**src/rtl/pulse_meter.sv**
```systemverilog
// pulse_meter: measures the high time of an asynchronous pulse in clk cycles
// and flags whether it falls inside the [MINW, MAXW] acceptance window.
// Optional build macro PULSE_METER_FILTER_EN adds a 2-sample debounce stage
// between the synchronizer and the measuring FSM.
module pulse_meter #(
  parameter int CW   = 8,
  parameter int MINW = 8,
  parameter int MAXW = 12
) (
  input  logic          clk,
  input  logic          rstn,
  input  logic          pin,
  output logic          busy,
  output logic          valid,
  output logic [CW-1:0] width,
  output logic          match,
  output logic          ovf
);

  typedef enum logic {
    IDLE,
    MEAS
  } state_t;

  localparam logic [CW-1:0] CMAX = '1;
  localparam logic [CW-1:0] MINV = CW'(MINW);
  localparam logic [CW-1:0] MAXV = CW'(MAXW);

  state_t        state, stateNext;
  logic          s1, s2, s3;
  logic [CW-1:0] cnt, cntNext;
  logic          sat, satNext;
  logic          busyNext, validNext, matchNext, ovfNext;
  logic [CW-1:0] widthNext;
  logic          lvl, rise;

  // Two-stage synchronizer for pin plus a delayed copy for edge detection
  always_ff @(posedge clk or negedge rstn) begin
    if (!rstn) begin
      s1 <= 1'b0;
      s2 <= 1'b0;
      s3 <= 1'b0;
    end else begin
      s1 <= pin;
      s2 <= s1;
      s3 <= s2;
    end
  end

`ifdef PULSE_METER_FILTER_EN
  logic filt, filtNext;

  // Filtered level follows s2 only once s2 has agreed with its previous sample
  always_comb begin
    filtNext = filt;
    if (s2 == s3) filtNext = s2;
  end

  // Register the filtered level so the FSM can see its edges
  always_ff @(posedge clk or negedge rstn) begin
    if (!rstn) filt <= 1'b0;
    else       filt <= filtNext;
  end

  assign lvl  = filtNext;
  assign rise = filtNext & ~filt;
`else
  assign lvl  = s2;
  assign rise = s2 & ~s3;
`endif

  // State register of the measuring FSM
  always_ff @(posedge clk or negedge rstn) begin
    if (!rstn) state <= IDLE;
    else       state <= stateNext;
  end

  // Next-state logic plus next values for the counter and result registers
  always_comb begin
    stateNext = state;
    cntNext   = cnt;
    satNext   = sat;
    busyNext  = busy;
    validNext = 1'b0;
    widthNext = width;
    matchNext = match;
    ovfNext   = ovf;
    case (state)
      IDLE: begin
        if (rise) begin
          cntNext   = CW'(1);
          satNext   = 1'b0;
          busyNext  = 1'b1;
          stateNext = MEAS;
        end
      end
      MEAS: begin
        if (lvl) begin
          if (cnt == CMAX) cntNext = CMAX;
          else             cntNext = cnt + 1'b1;
          satNext = (cntNext == CMAX);
        end else begin
          widthNext = cnt;
          ovfNext   = sat;
          matchNext = (cnt >= MINV) && (cnt <= MAXV) && !sat;
          validNext = 1'b1;
          busyNext  = 1'b0;
          satNext   = 1'b0;
          stateNext = IDLE;
        end
      end
      default: stateNext = IDLE;
    endcase
  end

  // Counter, saturation flag and held result registers
  always_ff @(posedge clk or negedge rstn) begin
    if (!rstn) begin
      cnt   <= '0;
      sat   <= 1'b0;
      busy  <= 1'b0;
      valid <= 1'b0;
      width <= '0;
      match <= 1'b0;
      ovf   <= 1'b0;
    end else begin
      cnt   <= cntNext;
      sat   <= satNext;
      busy  <= busyNext;
      valid <= validNext;
      width <= widthNext;
      match <= matchNext;
      ovf   <= ovfNext;
    end
  end

endmodule

```
**config.mk**
```make
export PLATFORM = sky130hd
export DESIGN_NAME = pulse_meter
export DESIGN_NICKNAME = d
export VERILOG_FILES = /design/src/rtl/pulse_meter.sv
export SDC_FILE = /design/constraint.sdc
export NUM_CORES = 1
export LEC_CHECK = 0
export CORE_MARGIN = 3
export CORE_UTILIZATION = 56
export CTS_CLUSTER_DIAMETER = 200
export DETAILED_ROUTE_END_ITERATION = 12
export GPL_ROUTABILITY_DRIVEN = 0
export GPL_TIMING_DRIVEN = 0
export HOLD_SLACK_MARGIN = 0.02
export PLACE_DENSITY = 0.89
export SLEW_MARGIN = 20
export SYNTH_ARGS = -nofsm -noshare
export SYNTH_HDL_FRONTEND = slang
export SYNTH_SLANG_ARGS = --single-unit
```
**constraint.sdc**
```tcl
create_clock -name clk -period 4 [get_ports clk]
set_input_delay 1 -clock clk [delete_from_list [all_inputs] [get_ports clk]]
set_output_delay 1 -clock clk [all_outputs]
set_load 0.005 [all_outputs]
```
== Word level (Yosys, flattened, before mapping) ==
Cells that the tools add are included.

* Bits of input ports: 3
* Word-level logic and storage cells: 46
* Bits in registers: 25
* Output and inout bits: 12

* Bitwise logic cells: 4
* Equal/unequal tests: 5
* $lt $le $gt $ge: 2
* Reductions and logical operators: 6
* Muxes and demuxes: 17
* $add $sub $neg: 1

{| class="wikitable"
|+ Operator list
! kind !! count
|-
| 2-to-1 mux 8 bit || 5
|-
| == test 8 bit, second input constant || 2
|-
| one-hot mux 8 bit (2 select lines) || 1
|-
| adder 8 x 1 -> 8 bit, second input constant || 1
|-
| >= comparator 8 x 4 -> 1 bit, second input constant || 1
|-
| <= comparator 8 x 4 -> 1 bit, second input constant || 1
|-
| 2-to-1 mux 1 bit || 8
|-
| one-hot mux 1 bit (2 select lines) || 3
|-
| AND reduction 2 bit || 3
|-
| inequality test 2 bit, second input constant || 2
|-
| inverter 1 bit || 3
|-
| logical AND 1 bit || 2
|-
| inequality test 2 x 1 -> 1 bit, second input constant || 1
|-
| AND 1 bit || 1
|-
| zero test 1 bit || 1
|}

== Longest topological paths before layout ==
Gate-level depths: netlist (run 1).

* Word-level depth: 7
* Mapped depth: 5
* Depth with buffers taken out: 5

== Worst setup path before layout (run 1) ==
No wires, ideal clock.

* Kind: register to register
* From: register cnt[0]
* To: register cnt[6]
* Period minus slack after synthesis: 1.515 ns
* Setup time: 0.077 ns
* Data required time: 3.923 ns
* Slack: 2.485 ns
* Cell stages (with the launch flop): 6
* Arrival: 1.438 ns
* Cell sequence: dfrtp_1 > ha_1 > and3_2 > and3_2 > a31o_2 > a21oi_1

* Longest elaborated chain between the ends: 6
* Elaborated cells between the ends (all ways): 7

{| class="wikitable"
|+ RTL lines
! what !! RTL line !! RTL
|-
| from (decl) || 31 || <nowiki>logic [CW-1:0] cnt, cntNext;</nowiki>
|-
| from (signal assigned) || 127 || <nowiki>cnt <= cntNext;</nowiki>
|-
| adder 8 x 1 -> 8 bit or == test 8 bit (tied branches) || 100, 99 ||
|-
| 2-to-1 mux 8 bit * || 99 || <nowiki>if (cnt == CMAX) cntNext = CMAX;</nowiki>
|-
| 2-to-1 mux 8 bit * || 98 || <nowiki>if (lvl) begin</nowiki>
|-
| 2-to-1 mux 8 bit * || 88 || <nowiki>case (state)</nowiki>
|-
| 2-to-1 mux 8 bit * || 98 ||
|-
| one-hot mux 8 bit (2 select lines) * || 88 ||
|}

Every way passes the cells marked *; elsewhere a longest branch is shown, timed or not. The select of a mux whose other input is x is not followed.
A chain may end at the register's enable or synchronous reset.

== Final worst setup path (run 1) ==
* From: register width[5]
* To: output port width[5]

{| class="wikitable"
|+ RTL lines
! what !! RTL line !! RTL
|-
| from (decl) || 15 || <nowiki>output logic [CW-1:0] width,</nowiki>
|-
| from (signal assigned) || 131 || <nowiki>width <= widthNext;</nowiki>
|}

No word-level cell between the ends.

==> run_results.csv, run 1 <==
group,metric,value,unit
route,drc,0,
clock_tree,cts_inserted_buffers,3,
grt,antenna_found_initial,0,
place,pre_cts_ws,1.696,ns
critical_path,r2r_cells,5,
layout,fill_cells,140,
power_and_ir_drop,power_per_cell_area,379.4,nW/um^2
die,placementRows,15,
place,dp_hpwl,1533,um
timing,fin_crit_sh,54.89,%
timing,final-hold-violation-count,0,
route,drt_pass1_iterations,5,
clock_tree,cts_tree,"done",
power_and_ir_drop,power,0.0004947,W
place,dp_cells,140,
worst_hold_path,worstHoldPathType,"reg -> reg",
yosys,ys_seq_area_share,56.31,%
critical_path,path_cells,"clkdlybuf4s50_1",
timing,tightest_slew,0.5214,ns
timing,period_needed,2.196,ns
yosys,ys_ff_latch,25,
critical_path,worstPathMaxFanout,2,
grt,grt_start_max_net_pins,26,
die,die_h,50.54,um
critical_path,r2r-end,"sat$_DFFE_PN0P_",
yosys,netlist_area,1111,um^2
timing,finalSetupTns,0,ns
layout,instances_no_fill,144,
clock_tree,path_clk_slew,0.12,ns
timing,slew_violations,0,
timing,setup_violations,0,
grt,gr-total-overflow,0,
critical_path,start_kind,"flop",
layout,multiInputGateArea,449.2,um^2
critical_path,cp-end-kind,"output port",
critical_path,slowest_delay,0.52,ns
yosys,synth_edf_count,0,
grt,grt_pass1_vias,801,
worst_hold_path,holdPathStages,0,
clock_tree,cts.htree.levels,1,
layout,seq_area,625.6,um^2
critical_path,critPathTopFamily,"buffers and inverters",
power_and_ir_drop,p_leak,0.5978,nW
status,status,"finished, final reports clean",
critical_path,critPathRequiredTime,3.00,ns
die,die_w,50.54,um
clock_tree,cts_buffer_depth,2,
layout,area_growth,17.34,%
die,core,1802,um^2
yosys,async_reset_ff_share,100.0,%
run,cap_violations,0,
critical_path,cp_data_arrival_time,1.20,ns
critical_path,worst_path_max_delay_cell,"clkdlybuf4s50_1",
timing,slew_headroom,65.24,%
yosys,synthDistinctLibCells,31,
yosys,syn-mean-instance-area,11.00,um^2
worst_hold_path,hold_path.startpoint,"s1$_DFF_PN0_",
clock_tree,cts_setup_buffers,0,
layout,num_antenna_cells,0,
timing,worst_slack,1.804,ns
clock_tree,ctsResizeCount,0,
yosys,syn_inst,101,
critical_path,path_buf_inv,1,
grt,grt_pass1_wl,3532,um
clock_tree,worstSkewPairLatency,0.31,ns
power_and_ir_drop,ir_worst_vdd,239.6,uV
worst_hold_path,hold_end,"lvl$_DFF_PN0_",
grt,grt.total_usage,18.05,%
yosys,synthFlopType,"dfrtp_1",
route,wl,2134,um
die,io_pins,15,
layout,final_cell_mix,"dfrtp_1 (25), clkdlybuf4s50_1 (13), nand2_1 (11), o21ai_0 (11), a21oi_1 (7)",
yosys,synth_nets,106,
layout,drive_gt1_share,15.13,%
clock_tree,clkSinkCount,25,
route,drt-vias-per-instance,5.993,
route,ant_nets,0,
route,dr.first_iter.drc_count,23,
layout,final_common_cell,"dfrtp_1",
place,portBuffers,14,
critical_path,reg2reg_from,"cnt[0]$_DFFE_PN0P_",
timing,rsz0062_at_grt,"no",
critical_path,rrSetupSlack,2.27,ns
timing,fmax,0.4555,GHz
timing,fin_worst_skew,0.006945,ns
clock_tree,ctsHoldBuffers,0,
route,wire_per_inst,14.82,um
route,num_vias,863,
clock_tree,cts_root_buffer,"clkbuf_4",
yosys,yosys_warnings,0,
layout,layout.nets,125,
die,dieArea,2554,um^2
critical_path,critical_path_class,"reg -> out",
die,start_util,61.67,%
## final cells by class
type	instances	area share, %
plain buffers	3	1.056
clock buffers	4	2.015
inverters	6	1.727
multi-input cells	67	34.45
flip-flops and latches	25	47.98
well taps	25	2.399
repair buffers	14	10.36
## sequential cells by signal, indices dropped and copies added, names as in the netlist
| register | count |
|---|---|
| busy | 1 |
| sat | 1 |
| match | 1 |
| s3 | 1 |
| ovf | 1 |
| valid | 1 |
| width | 8 |
| cnt | 8 |
| lvl | 1 |
| s1 | 1 |
| state | 1 |
## through the flow
stage	cell area (um^2)	hold slack [ns]	util, %
3_5_place_dp	1282	0.3426	71.18
3_3_place_gp	1282	0.3334	71.18
2_1_floorplan	1111	0.3312	-
6_report	1304	0.3679	72.36
5_1_grt	1304	0.3776	72.36
4_1_cts	1309	0.3703	72.64
## power by group
group | leakage (nW) | internal (W) | switching [W]
Clock | 0.0150 | 0.0000390 | 0.0000688
Combinational | 0.252 | 0.0000464 | 0.0000434
Sequential | 0.331 | 0.000274 | 0.0000235
Total | 0.598 | 0.000359 | 0.000136
## cell families after synthesis
| family | after synthesis | share of synthesized area [%] |
|---|---|---|
| buffers and inverters | 9 | 3.265 |
| AOI/OAI and AO/OA | 30 | 17.57 |
| muxes | 6 | 6.081 |
| and+or+nand+nor | 28 | 13.74 |
| adders and majority gates | 2 | 2.252 |
| DFF | 25 | 56.31 |
| xor gates and xnor gates | 1 | 0.7884 |
## routing by layer
layer / vias to the layer above / GRT usage (%) / share of wire [%]
met5: - / 0 / 0
met4: 0 / 8.072 / 2.0
met3: 5 / 2.077 / 4.8
met2: 35 / 30.87 / 48
met1: 427 / 22.90 / 45
li1: 396 / - / -
## how the worst max path moves through the flow
stage,startpoint,to,slack (ns),cells after the start
detailed placement,rstn,cnt[7]$_DFFE_PN0P_,1.70,1
floorplan,cnt[0]$_DFFE_PN0P_,cnt[6]$_DFFE_PN0P_,2.48,5
finish,width[5]$_DFFE_PN0P_,width[5],1.80,1
global route,width[5]$_DFFE_PN0P_,width[5],1.74,1
global placement,rstn,s1$_DFF_PN0_,1.71,1
CTS,width[5]$_DFFE_PN0P_,width[5],1.79,1
## synthesized netlist by cell type, types with 2 or more instances
library cell,n,area share (%)
and2_1,4,2.3
nand2_1,11,3.7
inv_1,6,2.0
o21ai_0,11,5.0
ha_1,2,2.3
a22o_1,4,3.2
dfrtp_1,25,56
buf_2,2,0.90
and3_2,3,2.0
a21oi_1,7,3.2
mux2_2,6,6.1
Note: power is estimated with default switching activity, not from simulation.
==> inputs of run 2 (changes only) <==
--- a/config.mk
+++ b/config.mk
@@ -6,13 +6,13 @@
 export NUM_CORES = 1
 export LEC_CHECK = 0
 export CORE_MARGIN = 3
-export CORE_UTILIZATION = 56
+export CORE_UTILIZATION = 52
 export CTS_CLUSTER_DIAMETER = 200
 export DETAILED_ROUTE_END_ITERATION = 12
 export GPL_ROUTABILITY_DRIVEN = 0
 export GPL_TIMING_DRIVEN = 0
 export HOLD_SLACK_MARGIN = 0.02
-export PLACE_DENSITY = 0.89
+export PLACE_DENSITY = 0.84
 export SLEW_MARGIN = 20
 export SYNTH_ARGS = -nofsm -noshare
 export SYNTH_HDL_FRONTEND = slang
==> constraint.sdc (replaced) <==
create_clock -name clk -period 2.1 [get_ports clk]
set_input_delay 0.525 -clock clk [delete_from_list [all_inputs] [get_ports clk]]
set_output_delay 0.525 -clock clk [all_outputs]
set_load 0.005 [all_outputs]
==> run 2 against run 1 <==
Compared with the run above:
- via count down 2.8%
- count of clock-buffer cells in the layout down 1
- combinational power up 90%
- register-to-register slack worse by 1.8 ns
- largest power group unchanged
- critical path type unchanged
==> run_results.csv, run 2 (synthesized netlist as in run 1, its figures left out) <==
group,metric,value,unit
timing,holdWs,0.1568,ns
layout,fill_cells,175,
clock_tree,ctsHoldBuffers,0,
route,drt-vias-per-instance,5.747,
route,num_vias,839,
clock_tree,ctsResizeCount,0,
layout,area_growth,17.68,%
die,io_pins,15,
critical_path,critPathRequiredTime,1.57,ns
timing,fin_crit_sh,83.13,%
power_and_ir_drop,power,0.0009446,W
route,dr.first_iter.drc_count,29,
route,wire_per_inst,14.01,um
power_and_ir_drop,clockPowerShare,22.4,%
power_and_ir_drop,p_leak,0.6005,nW
grt,grt_pass1_wl,3450,um
timing,tightest_slew,0.5185,ns
grt,grt.total_usage,17.30,%
critical_path,slowest_delay,0.51,ns
status,status,"finished, final reports clean",
layout,final_common_cell,"dfrtp_1",
power_and_ir_drop,power_frac_seq,59.5,%
route,drc,0,
clock_tree,clkSinkCount,25,
critical_path,worstPathMaxFanout,3,
route,wl,2045,um
layout,final_cell_mix,"dfrtp_1 (25), clkdlybuf4s50_1 (13), nand2_1 (11), o21ai_0 (11), a21oi_1 (7)",
timing,finalSetupTns,0,ns
power_and_ir_drop,ir_worst_vdd,387.8,uV
grt,grt_pass1_vias,812,
critical_path,critical_path_class,"reg -> out",
critical_path,path_cells,"clkdlybuf4s50_1",
grt,antenna_found_initial,0,
critical_path,worst_path_max_delay_cell,"clkdlybuf4s50_1",
place,portBuffers,14,
power_and_ir_drop,p_switching,0.0002635,W
timing,worst_slack,0.3544,ns
clock_tree,cts_inserted_buffers,3,
critical_path,path_buf_inv,1,
layout,layout.nets,125,
clock_tree,worstSkewPairLatency,0.32,ns
power_and_ir_drop,p_int,0.0006811,W
die,start_util,55.50,%
critical_path,critPathTopFamily,"buffers and inverters",
clock_tree,cts_root_buffer,"clkbuf_4",
place,pre_cts_ws,0.2594,ns
place,placed_cell_area,1285,um^2
run,cap_violations,0,
route,drt_pass1_iterations,4,
clock_tree,cts_tree,"done",
clock_tree,cts.htree.levels,1,
die,core,2002,um^2
critical_path,start_kind,"flop",
place,dp_hpwl,1494,um
route,ant_nets,0,
layout,num_antenna_cells,0,
clock_tree,cts_buffer_depth,2,
clock_tree,path_clk_slew,0.14,ns
power_and_ir_drop,p_comb_share,18.1,%
worst_hold_path,worstHoldPathType,"in -> async",
timing,fmax,0.5729,GHz
layout,reg_top3,"cnt (8), width (8)",
timing,slew_headroom,65.43,%
critical_path,cp-end-kind,"output port",
grt,gr-total-overflow,0,
layout,final_area,1308,um^2
timing,rsz0062_at_grt,"no",
layout,drive_gt1_share,15.97,%
timing,period_needed,1.746,ns
timing,setup_violations,0,
die,dieArea,2727,um^2
timing,final-hold-violation-count,0,
power_and_ir_drop,switching_share,27.90,%
critical_path,cp_data_arrival_time,1.22,ns
die,die_w,52.23,um
grt,grt_start_max_net_pins,26,
clock_tree,cts_setup_buffers,0,
timing,slew_violations,0,
die,die_h,52.23,um
power_and_ir_drop,power_per_cell_area,722.4,nW/um^2
die,placementRows,16,
timing,fin_worst_skew,0.009078,ns
## run 2: changes by cell type in the layout (fill, tap and decap cells not counted)
cell	before	now
clkinv_2	0	1
clkbuf_1	2	1
## run 2: path summary, 6_finish.rpt
kind | end | slack (ns) | cells after the start | from
worst max-delay path | busy | 0.35 | 1 | busy$_DFFE_PN0P_
worst min-delay path | ovf$_DFFE_PN0P_ | 0.16 | 1 | rstn
worst max register to register | sat$_DFFE_PN0P_ | 0.43 | 5 | cnt[0]$_DFFE_PN0P_
worst min register to register | lvl$_DFF_PN0_ | 0.37 | 0 | s1$_DFF_PN0_
max in group asynchronous | cnt[0]$_DFFE_PN0P_ | 1.59 | 1 | rstn
min in group clk | lvl$_DFF_PN0_ | 0.37 | 0 | s1$_DFF_PN0_
## run 2: power groups by stage
stage	registers, W	clock network, W	logic, W
after global placement	0.000568	0	0.000167
after detailed placement	0.000571	0	0.000173
after CTS	0.000562	0.000216	0.000174
final	0.000562	0.000211	0.000171
after floorplan	0.000565	0	0.0000966
after global routing	0.000570	0.000238	0.000198
## run 2: area by class of cell
cell class              instances  area (um^2)  area share, %
flip-flops and latches         25        625.6          47.85
clock inverters                 1        5.005         0.3828
plain buffers                   3        13.76          1.053
well taps                      27        33.78          2.584
clock buffers                   3        22.52          1.722
inverters                       6        22.52          1.722
repair buffers                 14        135.1          10.33
multi-input cells              67        449.2          34.35
## run 2: layer usage
layer / global-route usage, % / vias to the layer above / wire length [um]
li1: - / 398 / -
met5: 0 / - / 0
met4: 8.511 / 0 / 35
met3: 2.564 / 4 / 82
met2: 31.38 / 24 / 995
met1: 19.59 / 413 / 932
## run 2: through the flow
stage	utilization (%)	std cells
5_1_grt	65.31	146
3_3_place_gp	64.19	142
6_report	65.31	146
4_1_cts	65.56	146
2_1_floorplan	-	101
3_5_place_dp	64.19	142
==> inputs of run 3 (changes only) <==
--- a/config.mk
+++ b/config.mk
@@ -6,13 +6,13 @@
 export NUM_CORES = 1
 export LEC_CHECK = 0
 export CORE_MARGIN = 3
-export CORE_UTILIZATION = 52
+export CORE_UTILIZATION = 47
 export CTS_CLUSTER_DIAMETER = 200
 export DETAILED_ROUTE_END_ITERATION = 12
 export GPL_ROUTABILITY_DRIVEN = 0
 export GPL_TIMING_DRIVEN = 0
 export HOLD_SLACK_MARGIN = 0.02
-export PLACE_DENSITY = 0.84
+export PLACE_DENSITY = 0.81
 export SLEW_MARGIN = 20
 export SYNTH_ARGS = -nofsm -noshare
 export SYNTH_HDL_FRONTEND = slang
==> constraint.sdc (replaced) <==
create_clock -name clk -period 1.6 [get_ports clk]
set_input_delay 0.4 -clock clk [delete_from_list [all_inputs] [get_ports clk]]
set_output_delay 0.4 -clock clk [all_outputs]
set_load 0.005 [all_outputs]
==> run 3 against run 2 <==
Compared with the run above:
- count of clock-buffer cells in the layout unchanged
- non-clock buffer count up 7
- sequential share of layout area down 3.2 points
- critical endpoint is now sat$_DFFE_PN0P_
- largest power group unchanged
==> run_results.csv, run 3 (synthesized netlist as in run 1, its figures left out) <==
group,metric,value,unit
grt,grt_pass1_wl,3339,um
route,dr.first_iter.drc_count,20,
route,wl,2166,um
power_and_ir_drop,power_frac_seq,58.0,%
run,cap_violations,0,
clock_tree,cts_root_buffer,"clkbuf_4",
clock_tree,path_clk_slew,0.13,ns
route,wire_per_inst,14.16,um
layout,layout.nets,132,
place,portBuffers,14,
timing,slew_violations,0,
route,drt_pass1_iterations,4,
power_and_ir_drop,p_int,0.0009329,W
power_and_ir_drop,p_comb_share,21.0,%
critical_path,slowest_delay,0.49,ns
die,placementRows,16,
clock_tree,worstSkewPairLatency,0.31,ns
timing,tightest_slew,0.5370,ns
layout,num_antenna_cells,0,
clock_tree,cts.htree.levels,1,
power_and_ir_drop,p_leak,0.8122,nW
timing,fmax,0.6460,GHz
timing,rsz0062_at_grt,"no",
timing,final-hold-violation-count,0,
clock_tree,cts_inserted_buffers,3,
timing,slew_headroom,64.20,%
status,status,"finished, final reports clean",
route,drt-vias-per-instance,5.562,
die,io_pins,15,
timing,finalSetupTns,0,ns
critical_path,critical_path_class,"reg -> reg",
timing,fin_worst_skew,0.006225,ns
die,start_util,52.86,%
layout,area_growth,26.58,%
layout,reg_top3,"cnt (8), width (8)",
power_and_ir_drop,switching_share,28.01,%
clock_tree,clkSinkCount,25,
critical_path,cp_data_arrival_time,1.78,ns
die,die_w,54.62,um
critical_path,worst_path_max_delay_cell,"dfrtp_2",
layout,final_area,1406,um^2
critical_path,cp-end-kind,"flop",
critical_path,path_cells,"ha_4 > xor2_1 > nand4_1 > a211o_1 > o32ai_1",
route,num_vias,851,
critical_path,start_kind,"flop",
grt,antenna_found_initial,0,
critical_path,critPathRequiredTime,1.83,ns
timing,period_needed,1.548,ns
clock_tree,cts_buffer_depth,2,
timing,setup_violations,0,
power_and_ir_drop,power_per_cell_area,921.4,nW/um^2
worst_hold_path,worstHoldPathType,"in -> async",
critical_path,worstPathMaxFanout,6,
layout,drive_gt1_share,23.81,%
route,drc,0,
die,dieArea,2983,um^2
power_and_ir_drop,clockPowerShare,21.1,%
layout,final_cell_mix,"dfrtp_1 (23), nand2_1 (11), o21ai_0 (11), dlymetal6s2s_1 (11)",
power_and_ir_drop,ir_worst_vdd,718.9,uV
timing,fin_crit_sh,96.75,%
place,dp_hpwl,1380,um
grt,grt.total_usage,15.92,%
grt,gr-total-overflow,0,
clock_tree,cts_tree,"done",
die,core,2102,um^2
clock_tree,ctsHoldBuffers,0,
layout,final_common_cell,"dfrtp_1",
route,ant_nets,0,
grt,grt_pass1_vias,765,
die,die_h,54.62,um
place,placed_cell_area,1285,um^2
power_and_ir_drop,p_switching,0.0003629,W
grt,grt_start_max_net_pins,26,
run 3: cell count changes in the layout (fill, tap and decap cells not counted), moves of 2 or more:
cell	delta
dfrtp_2	+2
dlymetal6s2s_1	+11
clkdlybuf4s50_1	-11
buf_4	+7
dfrtp_1	-2
run 3: layout make-up:
class	instances	area [um^2]
Fill cell	159	695.7
Sequential cell	25	628.1
Multi-Input combinational cell	67	465.4
Timing Repair Buffer	21	215.2
Tap cell	27	33.78
Clock buffer	3	22.52
Inverter	6	22.52
Buffer	3	13.76
Clock inverter	1	5.005
run 3: worst max-delay path: cells and delay by family, from the launching register on:
kind                     cells  cell delay (ns)
AO/OA/AOI/OAI                2             0.52
flip-flops                   1             0.49
adder cells (fa/ha/maj)      1             0.20
XOR/XNOR                     1             0.16
AND/OR/NAND/NOR              1             0.11
run 3: layer usage:
| layer | wire length [um] | track usage [%] | vias to the layer above |
|---|---|---|---|
| li1 | - | - | 414 |
| met1 | 986 | 21.05 | 407 |
| met2 | 1024 | 24.80 | 25 |
| met3 | 117 | 2.725 | 5 |
| met4 | 37 | 8.299 | 0 |
| met5 | 0 | 0 | - |
run 3: stage by stage:
step	std cells	setup slack [ns]	hold slack (ns)	total power (W)	util [%]
5_1_grt	153	0.0001723	0.07221	0.001377	66.90
2_1_floorplan	101	0.08494	0.1044	0.0008679	-
6_report	153	0.05200	0.04469	0.001296	66.90
3_5_place_dp	142	-0.1223	0.3379	0.0009740	61.13
3_3_place_gp	142	-0.09972	0.3327	0.0009634	61.13
4_1_cts	147	0.002252	0.3687	0.001255	62.98
run 3: path summary, 6_finish.rpt:
path	slack, ns	depth (start not counted)	startpoint	endpoint
setup / recovery	0.05	5	cnt[0]$_DFFE_PN0P_	sat$_DFFE_PN0P_
hold / removal	0.04	1	rstn	cnt[4]$_DFFE_PN0P_
max in group asynchronous	1.17	1	rstn	cnt[0]$_DFFE_PN0P_
setup reg to reg	0.05	5	cnt[0]$_DFFE_PN0P_	sat$_DFFE_PN0P_
hold reg to reg	0.37	0	s1$_DFF_PN0_	lvl$_DFF_PN0_
min in group clk	0.37	0	s1$_DFF_PN0_	lvl$_DFF_PN0_
run 3: timing repair:
| action | 4_1_cts | 5_1_grt |
|---|---|---|
| buffers inserted | 1 | 6 |
| resized for setup | 2 | 15 |
| setup endpoints to repair | 3 | 13 |
| gates cloned | 0 | 0 |
| endpoints found under the hold margin | 0 | 0 |
run 3: power groups by stage:
| stage | sequential, W | clock (W) | combinational (W) |
|---|---|---|---|
| after global routing | 0.000760 | 0.000309 | 0.000309 |
| final | 0.000751 | 0.000273 | 0.000272 |
| after global placement | 0.000747 | 0 | 0.000217 |
| after floorplan | 0.000741 | 0 | 0.000127 |
| after CTS | 0.000744 | 0.000282 | 0.000229 |
| after detailed placement | 0.000754 | 0 | 0.000220 |
